## config.mk

```make
export PLATFORM = sky130hd
export DESIGN_NAME = uart_program_loader_flat
export DESIGN_NICKNAME = d
export VERILOG_FILES = /design/src/rtl/uart_program_loader_if.sv /design/src/rtl/uart_program_loader.sv /design/src/flat_wrapper.sv
export SDC_FILE = /design/constraint.sdc
export NUM_CORES = 1
export LEC_CHECK = 0
export BUFFER_PORTS_ARGS = -buffer_cell sky130_fd_sc_hd__buf_4
export CORE_MARGIN = 2
export CORE_UTILIZATION = 30
export CTS_BUF_LIST = sky130_fd_sc_hd__clkbuf_16
export DETAILED_ROUTE_END_ITERATION = 12
export PLACE_DENSITY = 0.53
export SKIP_CTS_REPAIR_TIMING = 1
export SYNTH_ARGS = -nofsm -noshare
export SYNTH_HDL_FRONTEND = slang
export SYNTH_SLANG_ARGS = --single-unit
```

## constraint.sdc

```tcl
create_clock -name top_clk -period 2.9 [get_ports top_clk]
set_clock_uncertainty 0.2 [all_clocks]
set_input_delay 0.435 -clock top_clk [delete_from_list [all_inputs] [get_ports top_clk]]
set_output_delay 0.435 -clock top_clk [all_outputs]
set_load 0.03 [all_outputs]
```

## src/rtl/uart_program_loader_if.sv

```systemverilog
// uart_program_loader_if
//   Groups the loader's UART and instruction-memory signals.
//   master : the loader (consumes rx/tx-idle, drives tx and memory write port)
//   slave  : the environment (UART rx/tx and instruction memory)
//   Signals: rx_done_tick/rx_bus (received byte strobe), tx_done_tick (tx idle),
//            tx_start/tx_bus (status byte), mem_we/mem_addr/mem_wdata (word write).
interface uart_program_loader_if #(
    parameter int ADDR_W = 8
);
    logic              rx_done_tick;
    logic [7:0]        rx_bus;
    logic              tx_done_tick;
    logic              tx_start;
    logic [7:0]        tx_bus;
    logic              mem_we;
    logic [ADDR_W-1:0] mem_addr;
    logic [31:0]       mem_wdata;

    modport master (
        input  rx_done_tick, rx_bus, tx_done_tick,
        output tx_start, tx_bus, mem_we, mem_addr, mem_wdata
    );

    modport slave (
        output rx_done_tick, rx_bus, tx_done_tick,
        input  tx_start, tx_bus, mem_we, mem_addr, mem_wdata
    );
endinterface

```

## src/rtl/uart_program_loader.sv

```systemverilog
// uart_program_loader
//   Deserialises an 'L'/'l' load frame from the UART byte stream into 32-bit
//   words, writes them to instruction memory and answers with 'K' or 'E'.
//   Frame: 'L', CNT_LO, CNT_HI, N words (4 bytes each, LSB first), CSUM (XOR of data).
//   Ports:
//     top_clk, top_rst     clock, synchronous active-high reset
//     bus (master)         rx byte strobe, tx handshake, memory write port
//     rst_pipe_hold        high for the whole load, OR'ed into pipeline reset
//     load_busy            high whenever the loader is not idle
//     load_error           sticky error of the last load, cleared by the next 'L'
//   ADDR_W must be <= 16 (frame count is 16 bits).
module uart_program_loader #(
    parameter int ADDR_W  = 8,
    parameter int TIMEOUT = 50_000_000
) (
    input  logic                         top_clk,
    input  logic                         top_rst,
    uart_program_loader_if.master        bus,
    output logic                         rst_pipe_hold,
    output logic                         load_busy,
    output logic                         load_error
);
    localparam int TW = $clog2(TIMEOUT + 1);
    localparam logic [7:0] CH_K = 8'h4B;
    localparam logic [7:0] CH_E = 8'h45;

    typedef enum logic [2:0] {IDLE, CNT_LO, CNT_HI, DATA, CSUM, RESP} state_t;

    state_t            state, state_n;
    logic [7:0]        cnt_lo;
    logic [15:0]       n_words;
    logic [ADDR_W-1:0] word_idx;
    logic [1:0]        byte_cnt;
    logic [23:0]       asm_q;       // first three bytes of the word being assembled
    logic [7:0]        csum;
    logic [TW-1:0]     tmo_cnt;

    logic load_start, cnt_lo_take, cnt_hi_take, byte_take, word_done;
    logic resp_go, resp_err, tx_fire;
    logic active, tmo_exp, last_word, n_bad;
    logic [15:0] n_in;

    assign n_in      = {bus.rx_bus, cnt_lo};
    assign n_bad     = (n_in == 16'd0) || ({1'b0, n_in} > 17'(2**ADDR_W));
    assign last_word = ({1'b0, n_words} == (17'(word_idx) + 17'd1));
    assign active    = (state == CNT_LO) || (state == CNT_HI) ||
                       (state == DATA)   || (state == CSUM);
    // A byte arriving in the expiry cycle wins over the timeout.
    assign tmo_exp   = active && !bus.rx_done_tick && (tmo_cnt == TW'(TIMEOUT));

    assign load_busy    = (state != IDLE);
    assign bus.tx_start = tx_fire;

    always_comb begin
        state_n     = state;
        load_start  = 1'b0;
        cnt_lo_take = 1'b0;
        cnt_hi_take = 1'b0;
        byte_take   = 1'b0;
        word_done   = 1'b0;
        resp_go     = 1'b0;
        resp_err    = 1'b0;
        tx_fire     = 1'b0;
        case (state)
            IDLE: if (bus.rx_done_tick && (bus.rx_bus == 8'h4C || bus.rx_bus == 8'h6C)) begin
                load_start = 1'b1;
                state_n    = CNT_LO;
            end
            CNT_LO: if (bus.rx_done_tick) begin
                cnt_lo_take = 1'b1;
                state_n     = CNT_HI;
            end
            CNT_HI: if (bus.rx_done_tick) begin
                cnt_hi_take = 1'b1;
                if (n_bad) begin
                    resp_go  = 1'b1;
                    resp_err = 1'b1;
                    state_n  = RESP;
                end else begin
                    state_n  = DATA;
                end
            end
            DATA: if (bus.rx_done_tick) begin
                byte_take = 1'b1;
                if (byte_cnt == 2'd3) begin
                    word_done = 1'b1;
                    if (last_word) state_n = CSUM;
                end
            end
            CSUM: if (bus.rx_done_tick) begin
                resp_go  = 1'b1;
                resp_err = (bus.rx_bus != csum);
                state_n  = RESP;
            end
            // rx bytes are ignored here
            RESP: if (bus.tx_done_tick) begin
                tx_fire = 1'b1;
                state_n = IDLE;
            end
            default: state_n = IDLE;
        endcase
        if (tmo_exp) begin
            resp_go  = 1'b1;
            resp_err = 1'b1;
            state_n  = RESP;
        end
    end

    always_ff @(posedge top_clk) begin
        if (top_rst) begin
            state         <= IDLE;
            cnt_lo        <= '0;
            n_words       <= '0;
            word_idx      <= '0;
            byte_cnt      <= '0;
            asm_q         <= '0;
            csum          <= '0;
            tmo_cnt       <= '0;
            bus.mem_we    <= 1'b0;
            bus.mem_addr  <= '0;
            bus.mem_wdata <= '0;
            bus.tx_bus    <= '0;
            rst_pipe_hold <= 1'b0;
            load_error    <= 1'b0;
        end else begin
            state      <= state_n;
            bus.mem_we <= word_done;
            tmo_cnt    <= (bus.rx_done_tick || !active) ? '0 : tmo_cnt + TW'(1);
            if (load_start) begin
                rst_pipe_hold <= 1'b1;
                load_error    <= 1'b0;
                csum          <= '0;
                word_idx      <= '0;
                byte_cnt      <= '0;
            end
            if (cnt_lo_take) cnt_lo <= bus.rx_bus;
            if (cnt_hi_take) n_words <= n_in;
            if (byte_take) begin
                csum     <= csum ^ bus.rx_bus;
                byte_cnt <= byte_cnt + 2'd1;
                asm_q    <= {bus.rx_bus, asm_q[23:8]};
            end
            if (word_done) begin
                bus.mem_wdata <= {bus.rx_bus, asm_q};
                bus.mem_addr  <= word_idx;
                if (!last_word) word_idx <= word_idx + 1'b1;
            end
            if (resp_go) bus.tx_bus <= resp_err ? CH_E : CH_K;
            if (tx_fire) begin
                rst_pipe_hold <= 1'b0;
                load_error    <= (bus.tx_bus == CH_E);
            end
        end
    end
endmodule
```

## src/flat_wrapper.sv

```systemverilog
// flat-port wrapper written by rule: the top's interface ports become plain ports
module uart_program_loader_flat 
#(
    parameter int ADDR_W  = 8,
    parameter int TIMEOUT = 50_000_000
)
  (top_clk, top_rst, rst_pipe_hold, load_busy, load_error, bus_rx_done_tick, bus_rx_bus, bus_tx_done_tick, bus_tx_start, bus_tx_bus, bus_mem_we, bus_mem_addr, bus_mem_wdata);
  uart_program_loader_if #(.ADDR_W(ADDR_W)) bus_i ();
  input  logic top_clk;
  input  logic top_rst;
  output logic rst_pipe_hold;
  output logic load_busy;
  output logic load_error;
  input wire logic [$bits(bus_i.rx_done_tick)-1:0] bus_rx_done_tick;
  input wire logic [$bits(bus_i.rx_bus)-1:0] bus_rx_bus;
  input wire logic [$bits(bus_i.tx_done_tick)-1:0] bus_tx_done_tick;
  output wire logic [$bits(bus_i.tx_start)-1:0] bus_tx_start;
  output wire logic [$bits(bus_i.tx_bus)-1:0] bus_tx_bus;
  output wire logic [$bits(bus_i.mem_we)-1:0] bus_mem_we;
  output wire logic [$bits(bus_i.mem_addr)-1:0] bus_mem_addr;
  output wire logic [$bits(bus_i.mem_wdata)-1:0] bus_mem_wdata;
  assign bus_i.rx_done_tick = bus_rx_done_tick;
  assign bus_i.rx_bus = bus_rx_bus;
  assign bus_i.tx_done_tick = bus_tx_done_tick;
  assign bus_tx_start = bus_i.tx_start;
  assign bus_tx_bus = bus_i.tx_bus;
  assign bus_mem_we = bus_i.mem_we;
  assign bus_mem_addr = bus_i.mem_addr;
  assign bus_mem_wdata = bus_i.mem_wdata;
  uart_program_loader #(.ADDR_W(ADDR_W), .TIMEOUT(TIMEOUT)) u_core (.top_clk(top_clk), .top_rst(top_rst), .bus(bus_i), .rst_pipe_hold(rst_pipe_hold), .load_busy(load_busy), .load_error(load_error));
endmodule
```

# ---- Word-level counts from Yosys, hierarchy flattened
# Index checks and enable logic that the tools add are counted.
dict set report totals {
  register_bits 146
  wordCells 109
  input_bits 12
  out_inout_bits 53
}
dict set report op_classes {
  n_reduce_logical 21
  add_sub_neg 4
  n_mux 39
  magnitude_cmp 1
  n_bitwise 1
  eq_ne 28
}
# cell count
set ops {}
lappend ops {{2-to-1 mux 8 bit} 5}
lappend ops {{2-to-1 mux 3 bit} 10}
lappend ops {{adder 26 x 1 -> 26 bit (second input constant)} 1}
lappend ops {{equality test 26 bit (second input constant)} 1}
lappend ops {{equality test 8 x 7 -> 1 bit (second input constant)} 3}
lappend ops {{2-to-1 mux 1 bit} 18}
lappend ops {{!= test 3 x 2 -> 1 bit (second input constant)} 6}
lappend ops {{one-hot mux 3 bit (6 select lines)} 1}
lappend ops {{equality test 16 x 17 -> 1 bit} 1}
lappend ops {{> comparator 16 x 9 -> 1 bit (second input constant)} 1}
lappend ops {{logical NOT 16 bit} 1}
lappend ops {{AND reduction 8 bit} 2}
lappend ops {{!= test 2 bit (second input constant)} 6}
lappend ops {{adder 8 x 1 -> 9 bit (second input constant)} 1}
lappend ops {{adder 8 x 1 -> 8 bit (second input constant)} 1}
lappend ops {{!= test 8 bit} 1}
lappend ops {{bitwise XOR 8 bit} 1}
lappend ops {{equality test 3 x 2 -> 1 bit (second input constant)} 2}
lappend ops {{equality test 3 bit (second input constant)} 2}
lappend ops {{logical OR 1 bit} 6}
lappend ops {{!= test 3 x 1 -> 1 bit (second input constant)} 2}
lappend ops {{OR reduction 2 bit} 3}
lappend ops {{2-to-1 mux 2 bit} 2}
lappend ops {{2-to-1 mux 4 bit} 1}
lappend ops {{other kinds (10)} 16}

# ---- Longest topological paths before layout
dict set report logic_depth {
  depth_word 8
  mapped_depth 10
  depth_no_buf 8
}

# ---- Worst setup path after synthesis
# OpenSTA, ideal clock, no wires.
dict set report synth_path {
  path_kind {reg2reg}
  from {reg u_core.tmo_cnt[12]}
  to {reg u_core.bus.tx_bus[3]}
  required_ns 2.597
  setup_ns 0.103
  setup_slack_ns 0.726
  n_path_buf 0
  arrival_ns 1.871
  path_stages_with_launch 7
  period_less_slack_ns 2.174
  cell_sequence {dfxtp_1 > nor4bb_1 > nand4_1 > or4_4 > nor4_4 > a21oi_2 > a2111oi_2}
}
dict set report synth_via {
  elab_chain_cells 4
  word_cells_on_any_way 5
  classes_between {1 x eq/ne; 3 x mux; 1 x reduce/logical}
}
# item line
set synth_lines {}
lappend synth_lines {{start: declaration} uart_program_loader.sv:36} ;# logic [TW-1:0] tmo_cnt;
lappend synth_lines {{start signal: assignment} uart_program_loader.sv:128} ;# tmo_cnt <= (bus.rx_done_tick || !active) ? '0 : tmo_cnt + TW'(1);
lappend synth_lines {{equality test 26 bit *} uart_program_loader.sv:49} ;# assign tmo_exp = active && !bus.rx_done_tick && (tmo_cnt == TW'(TIMEOUT));
lappend synth_lines {{logical AND 1 bit *} uart_program_loader.sv:49}
lappend synth_lines {{2-to-1 mux 1 bit} uart_program_loader.sv:102} ;# if (tmo_exp) begin
lappend synth_lines {{2-to-1 mux 4 bit} uart_program_loader.sv:148} ;# if (resp_go) bus.tx_bus <= resp_err ? CH_E : CH_K;
lappend synth_lines {{end signal: assignment} uart_program_loader.sv:148}
lappend synth_lines {{end: declaration} uart_program_loader_if.sv:21} ;# output tx_start, tx_bus, mem_we, mem_addr, mem_wdata
# Every way passes the cells marked *; elsewhere a longest branch is shown, timed or not.
# A chain may end at the register's enable or synchronous reset.

# ---- Worst setup path in the final report
dict set report layout_path {
  from {reg u_core.word_idx[3]}
  to {reg u_core.word_idx[6]}
}
dict set report layout_via {
  elab_chain_cells 4
  word_cells_on_any_way 5
  classes_between {2 x add/sub; 1 x eq/ne; 2 x mux}
}
# item line
set layout_lines {}
lappend layout_lines {{start: declaration} uart_program_loader.sv:32} ;# logic [ADDR_W-1:0] word_idx;
lappend layout_lines {{start signal: assignment} uart_program_loader.sv:146} ;# if (!last_word) word_idx <= word_idx + 1'b1;
lappend layout_lines {{adder 8 x 1 -> 9 bit} uart_program_loader.sv:45} ;# assign last_word = ({1'b0, n_words} == (17'(word_idx) + 17'd1));
lappend layout_lines {{equality test 16 x 17 -> 1 bit} uart_program_loader.sv:45}
lappend layout_lines {{2-to-1 mux 8 bit *} uart_program_loader.sv:146}
lappend layout_lines {{2-to-1 mux 8 bit *} uart_program_loader.sv:143} ;# if (word_done) begin
# Marks and branches as above.

==> flow_metrics.tcl <==
set metrics [dict create \
    p_clk_share_pct 51.9 \
    grt_max_degree 66 \
    rr_endpoint "u_core.word_idx[6]" \
    synthMuxAreaShare_pct 0 \
    whs_ps 111.4 \
    fp.dieW_microns 146.7 \
    synth_compound_area_share_pct 16.48 \
    p_leak_nw 2.540 \
    yosysTopAreaCell "dfxtp_1" \
    setup_ws_ps 394.6 \
    dr.pass1.iters 4 \
    antenna_left 0 \
    min_path_type "in2reg" \
    reg2reg_depth 7 \
    rsz0062_at_grt "false" \
    root_buffer "clkbuf_16" \
    place_hpwl_microns 10090 \
    sw_frac_of_total_pct 22.84 \
    dpl_worst_slack_ps 416.3 \
    num_rows 52 \
    cp-start-kind "flop" \
    status "finished clean" \
    synth_edf_count 0 \
    crit_type "reg2reg" \
    r2r_slack_ps 390 \
    endpoint_kind "flop" \
    hold_path.startpoint "bus_rx_bus[4]" \
    slew_headroom_pct 40.63 \
    htree_levels 4 \
    p_per_area_nw_per_um2 572.3 \
    synth-warning-count 0 \
    cp.arrival_ps 2660 \
    area_growth_pct 20.18 \
    initial_utilization_pct 30.37 \
    grt_usage_pct 14.30 \
    post_dp_cell_area_sq_um 6750 \
    drt_iter0_markers 254 \
    synth-xor-area-share_pct 4.877 \
    cts_buffer_depth 2 \
    setup_tns_ps 0 \
    grt_pass1_vias 4897 \
    p_sw_mw 0.9591 \
    syn_inst 784 \
    ys_top_cells_by_count "nand2_1, dfxtp_1, a21oi_1" \
    cts_buffers 17 \
    grt_antenna_before_repair 0 \
    fin_crit_sh_pct 86.39 \
    io_buffers 61 \
    r2r_start "u_core.word_idx[3]" \
    vias_per_cell 4.825 \
    core_area_sq_um 20100 \
    drc 0 \
    postSynthAreaPerCell_sq_um 7.788 \
    p_int_mw 3.241 \
    hold_depth 3 \
    period_needed_ps 2505 \
    post-route-util_pct 36.50 \
    yosys.area_share.simple_pct 26.76 \
    avgRoutedWirePerCell_microns 13.56 \
    synth.most_common_cell "nand2_1" \
    synthAdderAreaFrac_pct 0.8197 \
    grt_pass1_wl_microns 24960 \
    vias 5312 \
    die_y_microns 146.7 \
    p_seq_share_pct 46.1 \
    vdd_ir_drop_max_mv 0.3635 \
    fillCellCount 2109 \
    synthFlopType "dfxtp_1" \
    dieArea_sq_um 21510 \
    setup_viol 0 \
    clock_latency_ps 430 \
    crit_required_ps 3060 \
    seq_area_frac_synth_pct 46.23 \
    pwr-share-comb_pct 2.0 \
    worst_pin_slew_ps 890.6 \
    async_flop_share_pct 0 \
    cts_tree "done" \
    crit_path_max_fanout 12 \
    place_congestion 0.7795 \
    worstHoldEndpoint "u_core.bus.mem_wdata[28]" \
    netlist_area_sq_um 6106 \
    io_pins 65 \
    overflow 0 \
    drive_gt1_share_pct 13.72 \
    cts.sinks 141 \
    clk_pin_slew_ps 60 \
    totalWireLength_microns 14930 \
    yosys-top-cells-area "dfxtp_1, nand2_1, a21oi_1" \
    max_cap_viol_count 0 \
    synth_seq_cells 141 \
    yosysTopAreaCellShare_pct 46.23 \
    num-nets-final 834 \
    slew_violations 0 \
    insertedDiodeCount 0 \
    synth_top_family_by_area "simple AND/OR/NAND/NOR gates" \
    finalInstanceArea_sq_um 7338 \
    max_freq_ghz 0.3991 \
    synth_cell_types 54 \
    hold_violations 0 \
]
==> registers in the layout (all words and copies together), names as in the netlist <==
name	flops
u_core.asm_q	24
u_core.bus.mem_addr	8
u_core.bus.mem_wdata	32
u_core.bus.mem_we	1
u_core.bus.tx_bus	3
u_core.byte_cnt	2
u_core.cnt_lo	8
u_core.csum	8
u_core.load_error	1
u_core.n_words	16
u_core.rst_pipe_hold	1
u_core.state	3
u_core.tmo_cnt	26
u_core.word_idx	8
==> routing by layer <==
layer / part of all wire, % / GRT usage [%]
met1: 49 / 19.82
met4: 1.6 / 5.194
met3: 4.8 / 4.000
met5: 0 / 0
met2: 44 / 21.22
==> placed cells by master, fill, tap and decap left out, types with 7 or more instances in the layout <==
cell	n
nand2b_1	9
inv_1	10
dfxtp_1	141
buf_4	74
o21ai_1	7
nand2_1	200
or3_1	11
nor2_1	43
nand3_1	18
nor2b_1	7
clkbuf_16	17
nand4_1	13
and3_1	9
xor2_1	20
nor3_1	15
o21ai_0	22
a21oi_1	112
o211ai_1	7
xnor2_1	14
nor4_1	7
==> power by group through the flow <==
| stage | clock network (mW) | registers [mW] | logic, mW |
|---|---|---|---|
| 2_1_floorplan | 0 | 1.98 | 0.0603 |
| 3_3_place_gp | 0 | 1.98 | 0.0857 |
| 3_5_place_dp | 0 | 1.98 | 0.0855 |
| 4_1_cts | 2.24 | 1.94 | 0.0858 |
| 5_1_grt | 2.33 | 1.94 | 0.0929 |
| 6_report | 2.18 | 1.94 | 0.0852 |
==> area by class of cell <==
type                            instances  area [sq um]  share of cell area, %
Multi-Input combinational cell        575          3000                  40.89
Tap cell                              270         337.8                  4.604
Inverter                                9         33.78                 0.4604
Clock inverter                         15         162.7                  2.217
Sequential cell                       141          2823                  38.47
Timing Repair Buffer                   74         555.5                  7.570
Clock buffer                           17         425.4                  5.797
==> critical path, stage by stage, from the launching register on <==
cell,delay [ps]
dfxtp_1,540
nand4_1,260
or3_1,420
a211oi_1,250
o2111ai_1,140
buf_4,210
a21o_1,280
o21ai_1,150
==> how the worst max path moves through the flow <==
stage / from / to / slack, ps / cells after the start
after floorplan: u_core.tmo_cnt[12] / u_core.bus.tx_bus[3] / 730 / 6
after global placement: u_core.word_idx[3] / u_core.word_idx[6] / 460 / 7
after detailed placement: u_core.word_idx[3] / u_core.word_idx[6] / 420 / 7
after global routing: u_core.word_idx[3] / u_core.word_idx[5] / 130 / 7
after CTS: u_core.word_idx[3] / u_core.word_idx[6] / 400 / 7
final: u_core.word_idx[3] / u_core.word_idx[6] / 390 / 7
==> metrics by stage <==
step	power (mW)	instances
floorplan	2.041	786
global placement	2.066	1069
detailed placement	2.066	1069
CTS	4.260	1101
global route	4.354	1101
finish	4.200	1101
==> cells by family after synthesis <==
logic type	count (synthesis)
AND/OR/NAND/NOR	356
adder cells (fa/ha/maj)	4
other	1
flip-flops	141
XOR/XNOR	34
AO/OA/AOI/OAI	178
buffers and inverters	70
No activity file was read; power rests on OpenSTA's default activity.
